<file path="src/rtl/cpu_pkg.sv">
// Shared definitions for the load-side memory stage: LW variant encoding,
// load-type bundle and the stage FSM encoding.
package cpu_pkg;

  localparam logic [1:0] LW_NONE  = 2'b00;
  localparam logic [1:0] LW_RIGHT = 2'b01;
  localparam logic [1:0] LW_LEFT  = 2'b10;
  localparam logic [1:0] LW_WORD  = 2'b11;

  typedef enum logic {
    ST_IDLE = 1'b0,
    ST_WAIT = 1'b1
  } mem_state_t;

  typedef struct packed {
    logic       lb;
    logic       lbu;
    logic       lh;
    logic       lhu;
    logic [1:0] lw;
  } load_type_t;

  function automatic logic is_load(input logic mem_en, input logic mem_to_reg);
    return mem_en & mem_to_reg;
  endfunction

endpackage

</file>
<file path="src/rtl/Load_sel.sv">
// Aligns and extends a returned SRAM word for the load types, and merges
// the old rt value for the unaligned LWL/LWR pair.
module Load_sel
  import cpu_pkg::*;
(
  input  logic [1:0]  vaddr,
  input  load_type_t  ltype,
  input  logic [31:0] data_rdata,
  input  logic [31:0] rt,
  output logic [31:0] data,
  output logic [3:0]  byte_en
);

  logic [7:0]  byte_val;
  logic [15:0] half_val;

  always_comb begin
    byte_val = data_rdata[7:0];
    case (vaddr)
      2'd1:    byte_val = data_rdata[15:8];
      2'd2:    byte_val = data_rdata[23:16];
      2'd3:    byte_val = data_rdata[31:24];
      default: byte_val = data_rdata[7:0];
    endcase
    // odd halfword offsets never reach here (address error raised upstream)
    half_val = vaddr[1] ? data_rdata[31:16] : data_rdata[15:0];
  end

  always_comb begin
    data    = data_rdata;
    byte_en = 4'b1111;
    if (ltype.lb) begin
      data = {{24{byte_val[7]}}, byte_val};
    end else if (ltype.lbu) begin
      data = {24'h0, byte_val};
    end else if (ltype.lh) begin
      data = {{16{half_val[15]}}, half_val};
    end else if (ltype.lhu) begin
      data = {16'h0, half_val};
    end else if (ltype.lw == LW_LEFT) begin
      case (vaddr)
        2'd0: begin data = {data_rdata[7:0],  rt[23:0]}; byte_en = 4'b1000; end
        2'd1: begin data = {data_rdata[15:0], rt[15:0]}; byte_en = 4'b1100; end
        2'd2: begin data = {data_rdata[23:0], rt[7:0]};  byte_en = 4'b1110; end
        default: begin data = data_rdata; byte_en = 4'b1111; end
      endcase
    end else if (ltype.lw == LW_RIGHT) begin
      case (vaddr)
        2'd1: begin data = {rt[31:24], data_rdata[31:8]};  byte_en = 4'b0111; end
        2'd2: begin data = {rt[31:16], data_rdata[31:16]}; byte_en = 4'b0011; end
        2'd3: begin data = {rt[31:8],  data_rdata[31:24]}; byte_en = 4'b0001; end
        default: begin data = data_rdata; byte_en = 4'b1111; end
      endcase
    end
  end

endmodule

</file>
<file path="src/rtl/memory_load_stage.sv">
// Load-side MEM stage: waits for the SRAM read response, aligns it and
// registers the WB fields. ST_IDLE | accepting; ST_WAIT | load outstanding.
module memory_load_stage
  import cpu_pkg::*;
(
  input  logic        clk,
  input  logic        rst,
  input  logic        valid_EXE_MEM,
  output logic        ready_MEM,
  input  logic        MemEn_EXE_MEM,
  input  logic        MemToReg_EXE_MEM,
  input  logic [3:0]  RegWrite_EXE_MEM,
  input  logic [4:0]  RegWaddr_EXE_MEM,
  input  logic [31:0] ALUResult_EXE_MEM,
  input  logic [31:0] RegRdata2_EXE_MEM,
  input  logic        LB_EXE_MEM,
  input  logic        LBU_EXE_MEM,
  input  logic        LH_EXE_MEM,
  input  logic        LHU_EXE_MEM,
  input  logic [1:0]  LW_EXE_MEM,
  input  logic        data_rvalid,
  input  logic [31:0] data_rdata,
  output logic        valid_MEM_WB,
  output logic [3:0]  RegWrite_MEM_WB,
  output logic [4:0]  RegWaddr_MEM_WB,
  output logic [31:0] RegWdata_MEM_WB,
  output logic        load_pending_MEM,
  output logic [4:0]  PendWaddr_MEM
);

  mem_state_t state, state_next;
  logic       accept, accept_load, load_done;
  logic [1:0] off_q;
  logic [31:0] rt_q;
  load_type_t type_q;
  logic [31:0] sel_data;
  logic [3:0]  sel_en;

  assign ready_MEM        = (state == ST_IDLE);
  assign load_pending_MEM = (state == ST_WAIT);
  assign accept           = ready_MEM & valid_EXE_MEM;
  assign accept_load      = accept & is_load(MemEn_EXE_MEM, MemToReg_EXE_MEM);
  assign load_done        = (state == ST_WAIT) & data_rvalid;

  always_ff @(posedge clk) begin
    if (rst) state <= ST_IDLE;
    else     state <= state_next;
  end

  always_comb begin
    state_next = state;
    case (state)
      ST_IDLE: if (accept_load) state_next = ST_WAIT;
      ST_WAIT: if (data_rvalid) state_next = ST_IDLE;
      default: state_next = ST_IDLE;
    endcase
  end

  // load descriptor held while the response is outstanding
  always_ff @(posedge clk) begin
    if (rst) begin
      off_q         <= 2'b00;
      rt_q          <= 32'h0;
      type_q        <= '0;
      PendWaddr_MEM <= 5'd0;
    end else if (accept_load) begin
      off_q         <= ALUResult_EXE_MEM[1:0];
      rt_q          <= RegRdata2_EXE_MEM;
      type_q        <= '{lb: LB_EXE_MEM, lbu: LBU_EXE_MEM, lh: LH_EXE_MEM,
                         lhu: LHU_EXE_MEM, lw: LW_EXE_MEM};
      PendWaddr_MEM <= RegWaddr_EXE_MEM;
    end
  end

  Load_sel u_load_sel (
    .vaddr      (off_q),
    .ltype      (type_q),
    .data_rdata (data_rdata),
    .rt         (rt_q),
    .data       (sel_data),
    .byte_en    (sel_en)
  );

  always_ff @(posedge clk) begin
    if (rst) begin
      valid_MEM_WB    <= 1'b0;
      RegWrite_MEM_WB <= 4'h0;
      RegWaddr_MEM_WB <= 5'd0;
      RegWdata_MEM_WB <= 32'h0;
    end else begin
      valid_MEM_WB <= 1'b0;
      if (load_done) begin
        valid_MEM_WB    <= 1'b1;
        RegWrite_MEM_WB <= sel_en;
        RegWaddr_MEM_WB <= PendWaddr_MEM;
        RegWdata_MEM_WB <= sel_data;
      end else if (accept && !accept_load) begin
        valid_MEM_WB    <= 1'b1;
        RegWrite_MEM_WB <= RegWrite_EXE_MEM;
        RegWaddr_MEM_WB <= RegWaddr_EXE_MEM;
        RegWdata_MEM_WB <= ALUResult_EXE_MEM;
      end
    end
  end

endmodule

</file>
<file path="config.mk">
export PLATFORM = sky130hd
export DESIGN_NAME = memory_load_stage
export DESIGN_NICKNAME = d
export VERILOG_FILES = /design/src/rtl/cpu_pkg.sv /design/src/rtl/Load_sel.sv /design/src/rtl/memory_load_stage.sv
export SDC_FILE = /design/constraint.sdc
export NUM_CORES = 1
export LEC_CHECK = 0
export BUFFER_PORTS_ARGS = -buffer_cell sky130_fd_sc_hd__buf_2
export CAP_MARGIN = 20
export CORE_UTILIZATION = 55
export CTS_BUF_LIST = sky130_fd_sc_hd__clkbuf_8
export CTS_CLUSTER_DIAMETER = 200
export DETAILED_ROUTE_END_ITERATION = 8
export GPL_ROUTABILITY_DRIVEN = 0
export PLACE_DENSITY = 0.9
export SKIP_LAST_GASP = 1
export SLEW_MARGIN = 20
export SYNTH_ARGS = -nofsm -noshare
export SYNTH_HDL_FRONTEND = slang
export SYNTH_SLANG_ARGS = --single-unit
</file>
<file path="constraint.sdc">
create_clock -name clk -period 5 [get_ports clk]
set_input_delay 1 -clock clk [delete_from_list [all_inputs] [get_ports clk]]
set_output_delay 1 -clock clk [all_outputs]
set_load 0.05 [all_outputs]
</file>
==> run metrics, run 1 <==
status finished clean; clk slew on worst S/H paths approximately 0.1 ns; CTS resizes 0; vias per inst 6.44; CTS tree yes; pin count of the biggest net entering global routing between 60 and 70; CTS buffer count 9; vias in the first global route 5539; Tmin final a little under 3 ns; Cell Pwr Density about 270 nW/um^2; register area share after synthesis a little under a third; total core area between 9000 and 10000 um^2; Post-Syn Nets roughly 860; CP Launch Type flip-flop; H-tree levels 3; Max FO, Critical Path 35; PortBufs 165; drt pass-1 iters 7; initial antenna violation count 0; n_diodes 0; clock root buffer clkbuf_8; DR WL/cell 18.7 um; met3 usage under 10%; Clock Path Buffers 2; Hold Fails Final Rpt 0; Sink Count 88; Rows 36; Die W 103 um; Fin Setup TNS 0 ns; Vias around 6400; unique cell type count in the Yosys netlist 58; Clk Latency, worst-skew pair approximately 0.37 ns; Max-Cap Viols 0; yosys warns 0; Final Cycle Share 58.1%; synthesized flop and latch total just under 90; top-count cell post-synth nand2_1; number of fill cells around 850; DIE AREA around 11000 um^2; share of the synthesized area in the top cell type about a third; post-detailed-routing wire length about 19000 um; layout cells sized above 1 around 25%; final-report setup violation count 0; leakage approximately 0.0026 uW; final clock skew 0.0107 ns; Routed Antenna Nets 0; Clock Power Share 31.3%; Main synth FF type dfxtp_1; top post-synthesis cells by area dfxtp_1, nand2_1, mux2i_1; Commonest cells post-synth nand2_1, dfxtp_1, a21oi_1, clkbuf_1, nor2_1; GR peak layer met2; GRT Util Overall 35.4%; Sequential Power Share a little over two fifths; met1 usage around 47%; post-synthesis cell count approximately 740; EDFF count, synth 0; Worst-Margin Slew a little over 0.9 ns; Ports 166; Data required, critical path roughly 5.3 ns; hpwl dp 13400 um; DR iter-0 viols a little over 900; Pint around 1200 uW; Slew Limit Fails 0; total global routing overflow 0; Setup Fix Bufs, Post-CTS 0; GRT met2 Usage 53.5%; final instance area 6590 um^2; die extent in y 103 um; hold_buf cts 0; Worst VDD drop 0.157 mV; largest area contributor in the netlist dfxtp_1; asr flop ratio synth 0%; Area Overhead vs Synth 18.6%; fmax ~0.34 GHz; first-pass GRT wire length 28300 um; critical path class flip-flop to flip-flop; Rel. slew slack a little under two fifths; HP Class flip-flop to flip-flop; Initial Utilization a little under three fifths; placed cell area 6360 um^2; Switching Fraction between 30% and 40%; P_sw 608 uW; CP endpoint kind flip-flop; RSZ-0062 raised after global routing no; Worst EP arrival 3.16 ns; syn avg cell area around 7.5 um^2; Comb pwr share approximately 26%; Netlist Area Pre-Place between 5000 and 6000 um^2; Final nets roughly 980; DRC 0
through the flow:
stage                     std cells  setup slack, ns  total power [uW]  utilization, %  hold WS [ns]
after floorplan                 742             2.40              1090               -         0.436
after global placement          982             2.11              1220            65.1         0.432
after detailed placement        982             2.09              1230            65.1         0.438
after CTS                       998             2.17              1780            67.3         0.452
after global routing            998             1.92              1860            67.4         0.482
final                           998             2.09              1790            67.4         0.449
cell type report:
class	instances	area [um^2]	area share (%)
Clock inverter	7	98.8	1.50
Clock buffer	9	124	1.88
Inverter	14	52.6	0.798
Sequential cell	88	1760	26.8
Timing Repair Buffer	174	893	13.6
Tap cell	133	166	2.53
Multi-Input combinational cell	573	3490	53.0
cells by family (layout without fill, tap and decap cells):
family	count (synthesis)	count (layout)	share of synthesized area, %
compound gates	257	257	31.2
mux	50	50	9.79
simple gates	266	266	21.5
buf+inv	81	204	5.88
flops	88	88	31.7
power groups by stage:
stage                     logic [uW]  registers, uW  clock network (uW)
after floorplan                  209            876                   0
after global placement           438            787                   0
after detailed placement         443            787                   0
after CTS                        446            771                 565
after global routing             487            777                 595
final                            457            773                 560
per-layer routing:
layer / vias to the layer above / share of wire [%]
met5: - / 0
met4: 0 / 5.5
met3: 104 / 12
met2: 518 / 43
met1: 2848 / 39
li1: 2954 / -
critical path, cell delays in order, from the launching register on:
cell and delay [ns]:
dfxtp_2 0.87, buf_4 0.49, mux2i_1 0.53, a211oi_1 0.20, o211ai_1 0.29, nor3_1 0.12, a221o_1 0.27
state kept, by name, summed over array words and instances (netlist names):
register and count:
valid_MEM_WB 1, PendWaddr_MEM 5, load_pending_MEM 1, RegWrite_MEM_WB 4, type_q 6, RegWaddr_MEM_WB 5
off_q 2, rt_q 32, RegWdata_MEM_WB 32
placed cells by master, fill, tap and decap left out, drive strengths merged, types with 4 or more instances in the layout:
cell type	netlist	routed
o21bai	4	4
dfxtp	88	88
nor3b	4	4
buf	18	174
o211ai	6	6
a31oi	12	12
nand3	4	4
nor4	4	4
a2bb2oi	5	5
o31ai	6	6
o221a	6	6
a22oi	9	9
a21o	5	5
a21oi	75	75
o22ai	19	19
a221o	7	7
nand2	140	140
mux2	5	5
o221ai	6	6
nand2b	31	31
a311oi	5	5
nor2b	7	7
nor3	17	17
a211o	6	6
clkbuf	49	9
mux2i	42	42
nor2	46	46
o21ai	42	42
a221oi	24	24
and2	5	5
or2	4	4
inv	14	17
path summary, 6_finish.rpt:
path | start | to | slack [ns] | cells after the start
setup / recovery | off_q[1] | RegWdata_MEM_WB[30] | 2.09 | 6
hold / removal | RegWrite_MEM_WB[2] | RegWrite_MEM_WB[2] | 0.45 | 2
setup reg to reg | off_q[1] | RegWdata_MEM_WB[30] | 2.09 | 6
hold reg to reg | RegWrite_MEM_WB[2] | RegWrite_MEM_WB[2] | 0.45 | 2
No activity file was read; power rests on OpenSTA's default activity.
==> run 2, diff against run 1 <==
--- a/config.mk
+++ b/config.mk
@@ -5,14 +5,15 @@
 export SDC_FILE = /design/constraint.sdc
 export NUM_CORES = 1
 export LEC_CHECK = 0
+export ABC_AREA = 1
 export BUFFER_PORTS_ARGS = -buffer_cell sky130_fd_sc_hd__buf_2
 export CAP_MARGIN = 20
-export CORE_UTILIZATION = 55
+export CORE_UTILIZATION = 54
 export CTS_BUF_LIST = sky130_fd_sc_hd__clkbuf_8
 export CTS_CLUSTER_DIAMETER = 200
 export DETAILED_ROUTE_END_ITERATION = 8
 export GPL_ROUTABILITY_DRIVEN = 0
-export PLACE_DENSITY = 0.9
+export PLACE_DENSITY = 0.89
 export SKIP_LAST_GASP = 1
 export SLEW_MARGIN = 20
 export SYNTH_ARGS = -nofsm -noshare
==> constraint.sdc (replaced) <==
create_clock -name clk -period 2.9 [get_ports clk]
set_input_delay 0.58 -clock clk [delete_from_list [all_inputs] [get_ports clk]]
set_output_delay 0.58 -clock clk [all_outputs]
set_load 0.05 [all_outputs]
==> run 2 against run 1 <==
  * The flow now finishes with violations (DRC)
  * Utilization grew 0.37 points
  * Setup slack lost 1.7 ns
  * Sequential share of layout area shrank 0.29 points
  * Sequential power grew 73%
  * Flip-flop and latch count is the same
  * Cell count grew 23%
  * Power grew 80%
  * Largest cell class unchanged
  * Fmax grew 17%
==> run metrics, run 2 <==
status finished, violations left (was finished clean); top-count cell post-synth nand2_1 (unchanged); final core occ 67.8% (was 67.4%); n_diodes 0 (unchanged); initial antenna violation count 0 (unchanged); DRC 1 (was 0); met3 usage 10.1% (was 8.61%); Data required, critical path 3.22 ns (was 5.25 ns); Final Cycle Share 85.4% (was 58.1%); GR peak layer met2 (unchanged); placed insts 1214 (was 982); Crit path depth 10 (was 6); first-pass GRT wire length 31100 um (was 28300 um); leakage 0.00336 uW (was 0.00263 uW); commonest cells after routing, fill and taps aside nand2_1, buf_2, nor2_1, o21ai_0, dfxtp_1 (was buf_2, nand2_1, dfxtp_1, a21oi_1, nor2_1); hold_buf cts 0 (unchanged); pin count of the biggest net entering global routing 56 (was 61); Vias 7137 (was 6424); DR iter-0 viols 987 (was 916); H-tree levels 3 (unchanged); HP Class input pin to flip-flop (was flip-flop to flip-flop); Worst EP arrival 2.80 ns (was 3.16 ns); Slew Limit Fails 0 (unchanged); Worst VDD drop 0.353 mV (was 0.157 mV); CTS buffer count 9 (unchanged); DIE AREA 10600 um^2 (was 10500 um^2); violated checks DRC; commonest non-fill, non-tap cell in the layout nand2_1 (was buf_2); Routed Antenna Nets 0 (unchanged); Max stage delay cell, worst path dfxtp_1 (was dfxtp_2); number of fill cells 925 (was 852); drt pass-1 iters 9 (was 7); final clock skew 0.0139 ns (was 0.0107 ns); Sink Count 88 (unchanged); DR WL/cell 16.0 um (was 18.7 um); non-filler instance count after layout 1229 (was 998); Setup crit end RegWdata_MEM_WB[15] (was RegWdata_MEM_WB[30]); Netlist Area Pre-Place 5500 um^2 (was 5560 um^2); CP endpoint kind flip-flop (unchanged); Cell Pwr Density 484 nW/um^2 (was 272 nW/um^2); Worst-Margin Slew 0.837 ns (was 0.936 ns); Ports 166 (unchanged); Buf+Inv Stages, Crit Path 1 (unchanged); top post-synthesis cells by area dfxtp_1, nand2_1, nor2_1 (was dfxtp_1, nand2_1, mux2i_1); Reg2Reg Launch Point off_q[0] (was off_q[1]); post-detailed-routing wire length 19600 um (was 18600 um); Setup Fix Bufs, Post-CTS 0 (unchanged); vias in the first global route 6399 (was 5539); FF-to-FF path depth 10 (was 6); Critical R2R Capture RegWdata_MEM_WB[15] (was RegWdata_MEM_WB[30]); Max-Cap Viols 0 (unchanged); critical-path cell list inv_2 > nand2_1 > nand2_1 > a21oi_1 > nand2_1 > nand3_1 > nand3_1 > nand2_1 > nand2_1 > nand2_1 (was buf_4 > mux2i_1 > a211oi_1 > o211ai_1 > nor3_1 > a221o_1); Fin Setup TNS 0 ns (unchanged); clk slew on worst S/H paths 0.10 ns (about the same); post-synthesis cell count 951 (was 742); Tmin final 2.48 ns (was 2.91 ns); GRT Util Overall 38.1% (was 35.4%); vias per inst 5.81 (was 6.44); layout cells sized above 1 20.3% (was 25.1%); EDFF count, synth 0 (unchanged); Max FO, Critical Path 24 (was 35); CP most frequent cell nand2_1; slowest stage delay, CP 0.63 ns (was 0.87 ns); final-report setup violation count 0 (unchanged); Final Power 3220 uW (was 1790 uW); met1 usage 47.8% (was 47.0%); Rows 36 (unchanged); Rel. slew slack 44.0% (was 37.4%); Final nets 1209 (was 977); Clock Path Buffers 2 (unchanged); total global routing overflow 0 (unchanged); Hold Fails Final Rpt 0 (unchanged); delay-heaviest family, CP simple AND/OR/NAND/NOR gates (was flip-flops); RSZ-0062 raised after global routing no (unchanged); Post-Syn Nets 1068 (was 859); syn avg cell area 5.78 um^2 (was 7.49 um^2); fmax 0.404 GHz (was 0.344 GHz); Main synth FF type dfxtp_1 (unchanged); PortBufs 165 (unchanged); CTS resizes 0 (unchanged); Clk Latency, worst-skew pair 0.38 ns (was 0.37 ns); synthesized flop and latch total 88 (unchanged); Die W 103 um (about the same); hpwl dp 13800 um (was 13400 um); Initial Utilization 56.0% (was 56.9%); asr flop ratio synth 0% (unchanged); die extent in y 103 um (about the same); total core area 9820 um^2 (was 9770 um^2); flop2flop setup slack 0.42 ns (was 2.09 ns); Critical path origin off_q[0] (was off_q[1]); biggest regs RegWdata_MEM_WB: 32 flops, rt_q: 32 flops, type_q: 6 flops (unchanged); CP Launch Type flip-flop (unchanged); yosys warns 0 (unchanged); Area Overhead vs Synth 21.0% (was 18.6%); largest area contributor in the netlist dfxtp_1 (unchanged); share of the synthesized area in the top cell type 32.0% (was 31.7%); register area share after synthesis 32.0% (was 31.7%); GRT met2 Usage 58.2% (was 53.5%); critical path class flip-flop to flip-flop (unchanged); unique cell type count in the Yosys netlist 25 (was 58); CTS tree yes (unchanged); clock root buffer clkbuf_8 (unchanged); hold_ws 0.427 ns (was 0.449 ns); Commonest cells post-synth nand2_1, nor2_1, o21ai_0, dfxtp_1, a21oi_1 (was nand2_1, dfxtp_1, a21oi_1, clkbuf_1, nor2_1)
==> run 2: cell types whose count changed after synthesis, sizes merged, moves of 9 or more <==
cell,before,now
o21ai,42,107
o22ai,19,9
nand2b,31,0
a22oi,9,0
clkbuf,49,33
a21oi,75,61
inv,14,57
nand3,4,55
a221oi,24,0
nor2,46,168
nor3,17,8
nand2,140,308
mux2i,42,0
==> run 2: layout make-up <==
class	count	area (um^2)	area share, %
Multi-Input combinational cell	749	3300	49.5
Sequential cell	88	1760	26.5
Clock inverter	6	93.8	1.41
Timing Repair Buffer	186	996	15.0
Tap cell	133	166	2.50
Clock buffer	9	124	1.86
Inverter	58	218	3.27
==> run 2: per-layer routing <==
layer	vias up	wire (um)
li1	3361	-
met1	3106	7430
met2	541	8380
met3	129	2600
met4	0	1210
met5	-	0
==> run 2: kinds of logic after synthesis <==
logic type,count (synthesis),synth area share [%]
buffers and inverters,114,8.28
and+or+nand+nor,544,39.3
AOI/OAI and AO/OA,205,20.4
DFF,88,32.0
==> run 2: how the worst min path moves through the flow <==
stage | cells after the start | endpoint | slack [ns] | from
after floorplan | 2 | rt_q[16] | 0.44 | rt_q[16]
final | 3 | type_q[5] | 0.43 | LB_EXE_MEM
after global routing | 3 | rt_q[14] | 0.43 | RegRdata2_EXE_MEM[14]
after CTS | 3 | type_q[5] | 0.43 | LB_EXE_MEM
after global placement | 2 | RegWdata_MEM_WB[25] | 0.43 | RegWdata_MEM_WB[25]
after detailed placement | 2 | RegWdata_MEM_WB[15] | 0.44 | RegWdata_MEM_WB[15]
==> run 2: tightest hold or removal path: cells and delay by family <==
family                 cells  cell delay [ns]
AND/OR/NAND/NOR            2             0.12
buffers and inverters      1             0.08
==> run 2: power by group <==
group	internal (uW)	switching (uW)	total, uW
clock	489	487	975
combinational	268	639	906
sequential	1290	51.3	1340
total	2040	1180	3220
==> run 2: per-stage QoR <==
step | area (um^2) | worst slack, ns
6_report | 6660 | 0.423
5_1_grt | 6660 | 0.255
4_1_cts | 6650 | 0.500
3_5_place_dp | 6430 | 0.535
3_3_place_gp | 6430 | 0.571
2_1_floorplan | 5500 | 1.09
==> run 3, diff against run 2 <==
--- a/config.mk
+++ b/config.mk
@@ -10,9 +10,10 @@
 export CAP_MARGIN = 20
 export CORE_UTILIZATION = 54
 export CTS_BUF_LIST = sky130_fd_sc_hd__clkbuf_8
-export CTS_CLUSTER_DIAMETER = 200
+export CTS_CLUSTER_DIAMETER = 80
 export DETAILED_ROUTE_END_ITERATION = 8
 export GPL_ROUTABILITY_DRIVEN = 0
+export GPL_TIMING_DRIVEN = 0
 export PLACE_DENSITY = 0.89
 export SKIP_LAST_GASP = 1
 export SLEW_MARGIN = 20
==> run 3 against run 2 <==
  * Sequential power hardly changed
  * Critical path depth is 2 higher
  * Flip-flop and latch count stayed put
  * Die area stayed put
  * Fmax is 4.4% higher
  * The run still ends with DRC left
  * Highest routed layer unchanged
  * Via count is 1.9% higher
  * Design area is 0.53% higher
==> run metrics, run 3 (synthesis results as in run 2) <==
Max stage delay cell, worst path dfxtp_1 (unchanged); post-detailed-routing wire length 21100 um (was 19600 um); DRC 45 (was 1); die extent in y 103 um (unchanged); Routed Antenna Nets 0 (unchanged); first-pass GRT wire length 32300 um (was 31100 um); Met1 Routed Length 7990 um (was 7430 um); Tmin final 2.37 ns (was 2.48 ns); final clock skew 0.0232 ns (was 0.0139 ns); fmax 0.422 GHz (was 0.404 GHz); Cell Pwr Density 480 nW/um^2 (was 484 nW/um^2); leakage 0.00337 uW (was 0.00336 uW); Vias 7276 (was 7137); FF-to-FF path depth 12 (was 10); Initial Utilization 56.0% (unchanged); status finished, violations left (unchanged); layout cells sized above 1 19.4% (was 20.3%); n_diodes 0 (unchanged); critical path class flip-flop to flip-flop (unchanged); final-report setup violation count 0 (unchanged); vias per inst 5.76 (was 5.81); total global routing overflow 0 (unchanged); Fin Setup TNS 0 ns (unchanged); Worst Hold End rt_q[31] (was type_q[5]); delay-heaviest family, CP simple AND/OR/NAND/NOR gates (unchanged); highest metal used met4 (unchanged); vias in the first global route 6419 (was 6399); Rows 36 (unchanged); Setup Fix Bufs, Post-CTS 0 (unchanged); flop2flop setup slack 0.53 ns (was 0.42 ns); drt pass-1 iters 9 (unchanged); initial antenna violation count 0 (unchanged); Rel. slew slack 52.1% (was 44.0%); Hold Path Depth 3 (unchanged); violated checks DRC (unchanged); CP endpoint kind flip-flop (unchanged); number of fill cells 983 (was 925); CP most frequent cell nand2_1 (unchanged); slowest stage delay, CP 0.39 ns (was 0.63 ns); RSZ-0062 raised after global routing no (unchanged); clk slew on worst S/H paths 0.10 ns (about the same); biggest regs RegWdata_MEM_WB: 32 flops, rt_q: 32 flops, type_q: 6 flops (unchanged); Sink Count 88 (unchanged); Die W 103 um (unchanged); hold_buf cts 0 (unchanged); CTS buffer count 9 (unchanged); Reg2Reg Launch Point type_q[0] (was off_q[0]); Hold Fails Final Rpt 0 (unchanged); CTS resizes 0 (unchanged); critical-path cell list inv_2 > nor2_2 > nand2_1 > clkbuf_1 > nand2_1 > nand3_1 > nand3_1 > nand2_1 > nand2_1 > nand2_1 > nand2_1 > nand2_1 (was inv_2 > nand2_1 > nand2_1 > a21oi_1 > nand2_1 > nand3_1 > nand3_1 > nand2_1 > nand2_1 > nand2_1); Worst VDD drop 0.289 mV (was 0.353 mV); Final nets 1243 (was 1209); Area Overhead vs Synth 21.6% (was 21.0%); routed wl met2 8680 um (was 8380 um); Worst-Margin Slew 0.711 ns (was 0.837 ns); Slew Limit Fails 0 (unchanged); Final Cycle Share 81.8% (was 85.4%); PortBufs 164 (was 165); Ports 166 (unchanged); hold_sp RegRdata2_EXE_MEM[31] (was LB_EXE_MEM); GRT Util Overall 40.8% (was 38.1%); HP Class input pin to flip-flop (unchanged); clock root buffer clkbuf_8 (unchanged); Clk Latency, worst-skew pair 0.41 ns (was 0.38 ns); Worst EP arrival 2.67 ns (was 2.80 ns); Max FO, Critical Path 10 (was 24); Clock Path Buffers 2 (unchanged); total core area 9820 um^2 (unchanged); met3 WL post-DR 3070 um (was 2600 um); Data required, critical path 3.20 ns (was 3.22 ns); DR iter-0 viols 1329 (was 987); DIE AREA 10600 um^2 (unchanged); hpwl dp 15400 um (was 13800 um); Critical R2R Capture RegWdata_MEM_WB[25] (was RegWdata_MEM_WB[15]); CP Launch Type flip-flop (unchanged); Buf+Inv Stages, Crit Path 2 (was 1); DR WL/cell 16.7 um (was 16.0 um); commonest cells after routing, fill and taps aside nand2_1, buf_2, nor2_1, o21ai_0, dfxtp_1 (unchanged); Max-Cap Viols 0 (unchanged); final core occ 68.1% (was 67.8%); commonest non-fill, non-tap cell in the layout nand2_1 (unchanged); H-tree levels 3 (unchanged); pin count of the biggest net entering global routing 17 (was 56); CTS tree yes (unchanged)
[run 3: cell count changes in the layout (fill, tap and decap cells not counted), sizes merged]
cell | before | now
clkbuf | 9 | 42
buf | 186 | 187
clkinv | 4 | 2
inv | 58 | 61
clkinvlp | 0 | 1
bufinv | 2 | 1
[run 3: metrics by stage]
stage / worst slack (ns) / cells / total power, uW / instance area [um^2] / hold slack [ns]
after floorplan: 1.09 / 951 / 1950 / 5500 / 0.444
after global routing: 0.434 / 1264 / 3330 / 6690 / 0.409
final: 0.528 / 1264 / 3210 / 6690 / 0.400
after global placement: 0.727 / 1248 / 2240 / 6490 / 0.434
after CTS: 0.881 / 1264 / 3160 / 6690 / 0.424
after detailed placement: 0.713 / 1248 / 2250 / 6490 / 0.435
[run 3: cell type report]
cell class	count	area, um^2	share of cell area [%]
Inverter	58	218	3.25
Tap cell	133	166	2.49
Sequential cell	88	1760	26.3
Buffer	56	238	3.55
Clock inverter	7	78.8	1.18
Timing Repair Buffer	164	821	12.3
Clock buffer	9	124	1.85
Multi-Input combinational cell	749	3280	49.1
[run 3: worst reg2reg max path, delay by kind of cell, from the launching register on]
family                 cells  cell delay (ns)
buffers and inverters      2             0.42
flip-flops                 1             0.39
AND/OR/NAND/NOR           10             1.46
[run 3: routing by layer]
metal	up-vias	GRT usage, %
li1	3436	-
met1	3089	51.6
met2	591	61.3
met3	160	13.9
met4	0	21.7
met5	-	0
[run 3: power breakdown]
group / total (uW) / internal, uW / switching [uW] / leakage [uW]
Combinational: 929 / 266 / 663 / 0.00254
Clock: 943 / 409 / 534 / 0.000104
Sequential: 1340 / 1290 / 49.9 / 0.000722
[run 3: worst max-delay path by stage]
stage / from / endpoint / slack [ns] / cells past startpoint
5_1_grt: type_q[0] / RegWdata_MEM_WB[25] / 0.43 / 12
6_report: type_q[0] / RegWdata_MEM_WB[25] / 0.53 / 12
2_1_floorplan: load_pending_MEM / RegWdata_MEM_WB[11] / 1.09 / 8
3_5_place_dp: MemEn_EXE_MEM / type_q[2] / 0.71 / 8
3_3_place_gp: MemEn_EXE_MEM / type_q[2] / 0.73 / 8
4_1_cts: off_q[1] / RegWdata_MEM_WB[24] / 0.88 / 12
